### src/rtl/nibbler_trace_pkg.sv
// Shared types and widths for the Nibbler trace buffer.
package nibbler_trace_pkg;

  localparam int BYTE_W = 8;
  localparam int NIB_W  = 4;
  localparam int FLAG_W = 2;

  typedef enum logic [1:0] {
    IDLE  = 2'd0,
    ARMED = 2'd1,
    RUN   = 2'd2,
    DONE  = 2'd3
  } state_t;

  typedef enum logic [1:0] {
    MODE_RING = 2'd0,
    MODE_FILL = 2'd1,
    MODE_TRIG = 2'd2,
    MODE_RSVD = 2'd3
  } mode_t;

  // Width of one trace entry {address, program_byte, data_bus, flags}.
  function automatic int entry_w(input int addr_w);
    return addr_w + BYTE_W + NIB_W + FLAG_W;
  endfunction

endpackage

### src/rtl/nibbler_trace_ram.sv
// Trace storage: synchronous write, asynchronous read.
module nibbler_trace_ram #(
  parameter int DEPTH = 16,
  parameter int WIDTH = 26
) (
  input  logic                     clk,
  input  logic                     we,
  input  logic [$clog2(DEPTH)-1:0] waddr,
  input  logic [WIDTH-1:0]         wdata,
  input  logic [$clog2(DEPTH)-1:0] raddr,
  output logic [WIDTH-1:0]         rdata
);

  logic [WIDTH-1:0] mem [DEPTH];

  // Store one entry per write strobe; contents are never reset.
  always_ff @(posedge clk) begin
    if (we) begin
      mem[waddr] <= wdata;
    end
  end

  assign rdata = mem[raddr];

endmodule

### src/rtl/nibbler_trace_buffer.sv
// Nibbler CPU trace buffer: captures one entry per phase rise into a ring,
// with continuous, fill-once and address-triggered capture modes.
module nibbler_trace_buffer
  import nibbler_trace_pkg::*;
#(
  parameter int ADDR_W    = 12,
  parameter int DEPTH     = 16,
  parameter int POST_TRIG = 8
) (
  input  logic                       clk_in,
  input  logic                       reset,
  input  logic                       phase,
  input  logic [ADDR_W-1:0]          address,
  input  logic [7:0]                 program_byte,
  input  logic [3:0]                 data_bus,
  input  logic [1:0]                 flags,
  input  logic [1:0]                 mode,
  input  logic [ADDR_W-1:0]          trig_addr,
  input  logic                       arm,
  output logic                       rd_valid,
  output logic [ADDR_W+13:0]         rd_data,
  input  logic                       rd_ready,
  output logic [1:0]                 state,
  output logic [$clog2(DEPTH):0]     count,
  output logic                       overflow
);

  localparam int EW = entry_w(ADDR_W);
  localparam int PW = $clog2(DEPTH);
  localparam int CW = PW + 1;
  localparam logic [CW-1:0] FULL = CW'(DEPTH);

  state_t          state_reg, state_next;
  mode_t           mode_reg;
  logic            prev_phase_reg;
  logic [PW-1:0]   wr_ptr_reg, rd_ptr_reg;
  logic [CW-1:0]   count_reg, count_calc;
  logic [CW-1:0]   post_reg;
  logic            overflow_reg;

  logic capture, arm_ok, write_en, pop, full, overwrite, trig_hit;
  logic [EW-1:0] entry;

  assign capture   = phase && !prev_phase_reg;
  assign arm_ok    = arm && (state_reg == IDLE || state_reg == DONE);
  assign write_en  = capture && (state_reg == ARMED || state_reg == RUN);
  assign pop       = (count_reg != '0) && rd_ready;
  assign full      = (count_reg == FULL);
  assign overwrite = write_en && full && !pop;
  assign trig_hit  = write_en && (state_reg == ARMED) && (address == trig_addr);
  assign entry     = {address, program_byte, data_bus, flags};

  assign rd_valid = (count_reg != '0);
  assign state    = state_reg;
  assign count    = count_reg;
  assign overflow = overflow_reg;

  // Occupancy after this cycle's write/pop; a write into a full ring overwrites.
  always_comb begin
    count_calc = count_reg;
    if (write_en && !pop) begin
      if (!full) count_calc = count_reg + CW'(1);
    end else if (pop && !write_en) begin
      count_calc = count_reg - CW'(1);
    end
  end

  // Next-state logic for the capture FSM.
  always_comb begin
    state_next = state_reg;
    case (state_reg)
      IDLE, DONE: begin
        if (arm) state_next = (mode_t'(mode) == MODE_TRIG) ? ARMED : RUN;
      end
      ARMED: begin
        if (trig_hit) state_next = (POST_TRIG == 1) ? DONE : RUN;
      end
      RUN: begin
        if (write_en) begin
          case (mode_reg)
            MODE_TRIG: if (post_reg <= CW'(1)) state_next = DONE;
            MODE_FILL: if (count_calc == FULL) state_next = DONE;
            default:   state_next = RUN;
          endcase
        end
      end
      default: state_next = IDLE;
    endcase
  end

  // FSM state register.
  always_ff @(posedge clk_in) begin
    if (reset) state_reg <= IDLE;
    else       state_reg <= state_next;
  end

  // Pointers, occupancy, post-trigger counter, overflow and phase edge history.
  always_ff @(posedge clk_in) begin
    if (reset) begin
      prev_phase_reg <= 1'b1;
      wr_ptr_reg     <= '0;
      rd_ptr_reg     <= '0;
      count_reg      <= '0;
      post_reg       <= '0;
      overflow_reg   <= 1'b0;
      mode_reg       <= MODE_RING;
    end else begin
      prev_phase_reg <= phase;
      if (arm_ok) begin
        wr_ptr_reg   <= '0;
        rd_ptr_reg   <= '0;
        count_reg    <= '0;
        post_reg     <= '0;
        overflow_reg <= 1'b0;
        mode_reg     <= mode_t'(mode);
      end else begin
        if (write_en) wr_ptr_reg <= wr_ptr_reg + PW'(1);
        if (pop || overwrite) rd_ptr_reg <= rd_ptr_reg + PW'(1);
        count_reg <= count_calc;
        if (overwrite) overflow_reg <= 1'b1;
        if (trig_hit) begin
          post_reg <= CW'(POST_TRIG - 1);
        end else if (write_en && state_reg == RUN && mode_reg == MODE_TRIG &&
                     post_reg != '0) begin
          post_reg <= post_reg - CW'(1);
        end
      end
    end
  end

  nibbler_trace_ram #(
    .DEPTH (DEPTH),
    .WIDTH (EW)
  ) u_ram (
    .clk   (clk_in),
    .we    (write_en),
    .waddr (wr_ptr_reg),
    .wdata (entry),
    .raddr (rd_ptr_reg),
    .rdata (rd_data)
  );

endmodule

### config.mk
export PLATFORM = sky130hd
export DESIGN_NAME = nibbler_trace_buffer
export DESIGN_NICKNAME = d
export VERILOG_FILES = /design/src/rtl/nibbler_trace_pkg.sv /design/src/rtl/nibbler_trace_ram.sv /design/src/rtl/nibbler_trace_buffer.sv
export SDC_FILE = /design/constraint.sdc
export NUM_CORES = 1
export LEC_CHECK = 0
export CAP_MARGIN = 20
export CORE_MARGIN = 8
export CORE_UTILIZATION = 60
export CTS_CLUSTER_SIZE = 24
export DETAILED_ROUTE_END_ITERATION = 10
export PLACE_DENSITY = 0.8
export SYNTH_ARGS = -nofsm -noshare
export SYNTH_HDL_FRONTEND = slang
export SYNTH_HIERARCHICAL = 1
export SYNTH_SLANG_ARGS = --single-unit
### constraint.sdc
create_clock -name clk_in -period 4.8 [get_ports clk_in]
set_input_delay 0.72 -clock clk_in [delete_from_list [all_inputs] [get_ports clk_in]]
set_output_delay 0.72 -clock clk_in [all_outputs]
set_load 0.01 [all_outputs]
==> results.yml <==
place:
  dp_hpwl_um: 19880
  placed_area_um2: 18670
  place_ws_ns: 1.202
  gp_congestion: 0.8131
  numPortBuffers: 79
  dp_cells: 1275
timing:
  hold_ws_ns: 0.4856
  fin_crit_ns: 3.774
  setup_tns_ns: 0
  rsz0062_at_grt: "false"
  tightest_slew_ns: 1.082
  finalSetupViolCount: 0
  drv_slew: 0
  fmax_ghz: 0.2650
  finalWorstSetupSlack_ns: 1.026
  finalHoldViolCount: 0
  finalClockSkew_ns: 0.01207
  period_share_pct: 78.62
  maxSlewHeadroom_pct: 27.67
critical_path:
  worstSetupStartpointType: "flop"
  crit_arrival_ns: 3.05
  critical_path_required_ns: 4.08
  cp-end-kind: "output port"
  critical_path_class: "reg -> out"
  cp_max_fo: 56
power_and_ir_drop:
  swShare_pct: 21.53
  powerDensity_nw_per_um2: 410.5
  peakVddDrop_mv: 0.3827
  net-switching-power_mw: 1.767
  total_power_mw: 8.209
  power_frac_comb_pct: 10.5
  total_leakage_power_nw: 6.290
  intPower_mw: 6.442
  p_seq_share_pct: 52.1
  power_frac_clock_pct: 37.5
finish:
  synthToLayoutAreaGrowth_pct: 14.92
  nets: 994
  fin_area_um2: 20000
  fin_util_pct: 69.87
  regArea_um2: 12980
  layout-drive-gt1-share_pct: 18.89
  diodes: 0
  multi_input_area_um2: 4193
  nFillCells: 1681
  largest_reg_flops: 416
  layout.cells.non_filler: 1353
cts:
  cts_num_sinks: 440
  postCtsResizedCells: 0
  cts-htree-levels: 2
  cts_root_buffer: "clkbuf_16"
  cts_setup_buffers: 0
  clk_latency_ns: 0.53
  cts_tree: "built"
  clk_pin_slew_ns: 0.06
  cts_hold_buf: 0
  cts_max_path_buffers: 3
  cts_buffers: 43
logic_synthesis:
  synth-simple-area-share_pct: 3.473
  synthArstFlopShare_pct: 0
  muxShareOfSynthArea_pct: 14.53
  avgSynthCellArea_um2: 20.99
  synth-compound-area-share_pct: 3.393
  synth_top_family_by_area: "multiplexers"
  synthCells: 829
  seq_area_frac_synth_pct: 74.54
  synth_fa_ha_area_share_pct: 0.7190
  synth_ff_type: "edfxtp_1"
  yosysWarnings: 6
  netlist_area_um2: 17400
  ys_types: 55
  synth.net_count: 884
  synth_seq_cells: 440
  synth_edf_count: 416
  yosys.area_share.xor_xnor_pct: 1.301
drt:
  ant_nets: 0
  avgRoutedWirePerCell_um: 26.07
  route.met3.wl_um: 2004
  wl_met2_um: 18270
  drc: 0
  firstDrtPassIters: 7
  top_layer: "met4"
  drtIter0Drc: 728
  vias: 8507
  routedLengthMet1_um: 14350
  totalWireLength_um: 35280
  vias_per_cell: 6.288
floorplanning:
  core-area_um2: 28630
  die_width_um: 186.3
  die_area_um2: 34710
  dieHeight_um: 186.3
  start_util_pct: 60.80
  ios: 80
  num_rows: 62
global_route:
  grt_max_degree: 57
  grt_pass1_vias: 9099
  grt_usage_pct: 20.10
  grt_overflow: 0
  antenna_found_initial: 0
  grt_pass1_wl_um: 53830
run:
  maxCapViolations: 0
status:
  outcome: "completed"
min_path:
  hp-class: "reg -> reg"
-- power by group through the flow --
stage               Combinational [mW]  Sequential (mW)  Clock, mW
floorplan                        0.614             4.34          0
global route                     0.928             4.28       3.27
finish                           0.858             4.28       3.08
CTS                              0.868             4.28       3.13
global placement                 0.852             4.35          0
detailed placement               0.862             4.36          0
-- cell usage in the layout, fill, tap and decap left out, drive strengths merged, types with 4 or more instances in the layout --
cell           Yosys  final
a21oi             13     13
a22oi             52     52
buf               24     24
clkbuf            14     56
clkdlybuf4s50      0     79
clkinv             1     17
dfxtp             24     24
edfxtp           416    416
ha                10     10
inv               12     13
mux2i              4      4
mux4             104    104
nand2             41     41
nand3              7      7
nand4              8      8
nor2              31     31
nor2b              4      4
nor3               5      5
xnor2             18     18
xor2               4      4
-- cell usage after synthesis (3+ instances only) --
cell      count  share of area (%)
inv_1        11               0.24
mux4_1       36                5.4
xnor2_1      15               0.75
nor2_1       31               0.67
ha_1         10               0.72
a22oi_1      52                2.2
dfxtp_1      24                2.8
nand2_1      41               0.88
nand3_1       6               0.17
mux2i_1       4               0.23
a21oi_1      13               0.37
nor3_1        4               0.12
mux4_2       68                8.8
nand3b_1      3               0.13
buf_2        11               0.32
xor2_1        4               0.20
nand4_1       5               0.18
nor2b_1       3               0.11
buf_1         3              0.065
edfxtp_1    416                 72
o21ai_0       3              0.086
clkbuf_1     14               0.30
or3_1         3               0.11
buf_12        8               0.92
-- routing by layer --
layer  vias to the layer above  global-route usage, %
li1                       3673                      -
met1                      4458                  26.33
met2                       319                  34.64
met3                        57                  3.468
met4                         0                  5.265
met5                         -                      0
-- final timing paths --
kind	slack, ns	startpoint	cells after the start	to
max	1.03	rd_ptr_reg[1]$_SDFFE_PP0P_	5	rd_data[23]
min	0.49	post_reg[4]$_SDFFE_PP0P_	2	post_reg[4]$_SDFFE_PP0P_
max reg2reg	1.54	state[0]$_SDFFE_PP0P_	6	u_ram/mem[1][10]$_DFFE_PP_
min reg2reg	0.49	post_reg[4]$_SDFFE_PP0P_	2	post_reg[4]$_SDFFE_PP0P_
-- area by class of cell --
class,instances,area share [%]
Multi-Input combinational cell,338,20.96
Tap cell,384,2.402
Sequential cell,440,64.90
Clock inverter,19,0.5631
Clock buffer,56,5.837
Timing Repair Buffer,103,5.061
Inverter,13,0.2690
-- critical path: stages, from the launching register on --
cell             delay, ns
dfxtp_4               0.84
buf_4                 0.40
mux4_2                0.34
a22oi_1               0.26
nand2_1               0.15
clkdlybuf4s50_1       0.50
-- cells by family after synthesis --
logic type / count (synthesis)
compound gates: 81
buf+inv: 51
mux: 109
flops: 440
fa+ha+maj: 10
xor+xnor: 22
simple gates: 116
No activity file was read; power rests on OpenSTA's default activity.
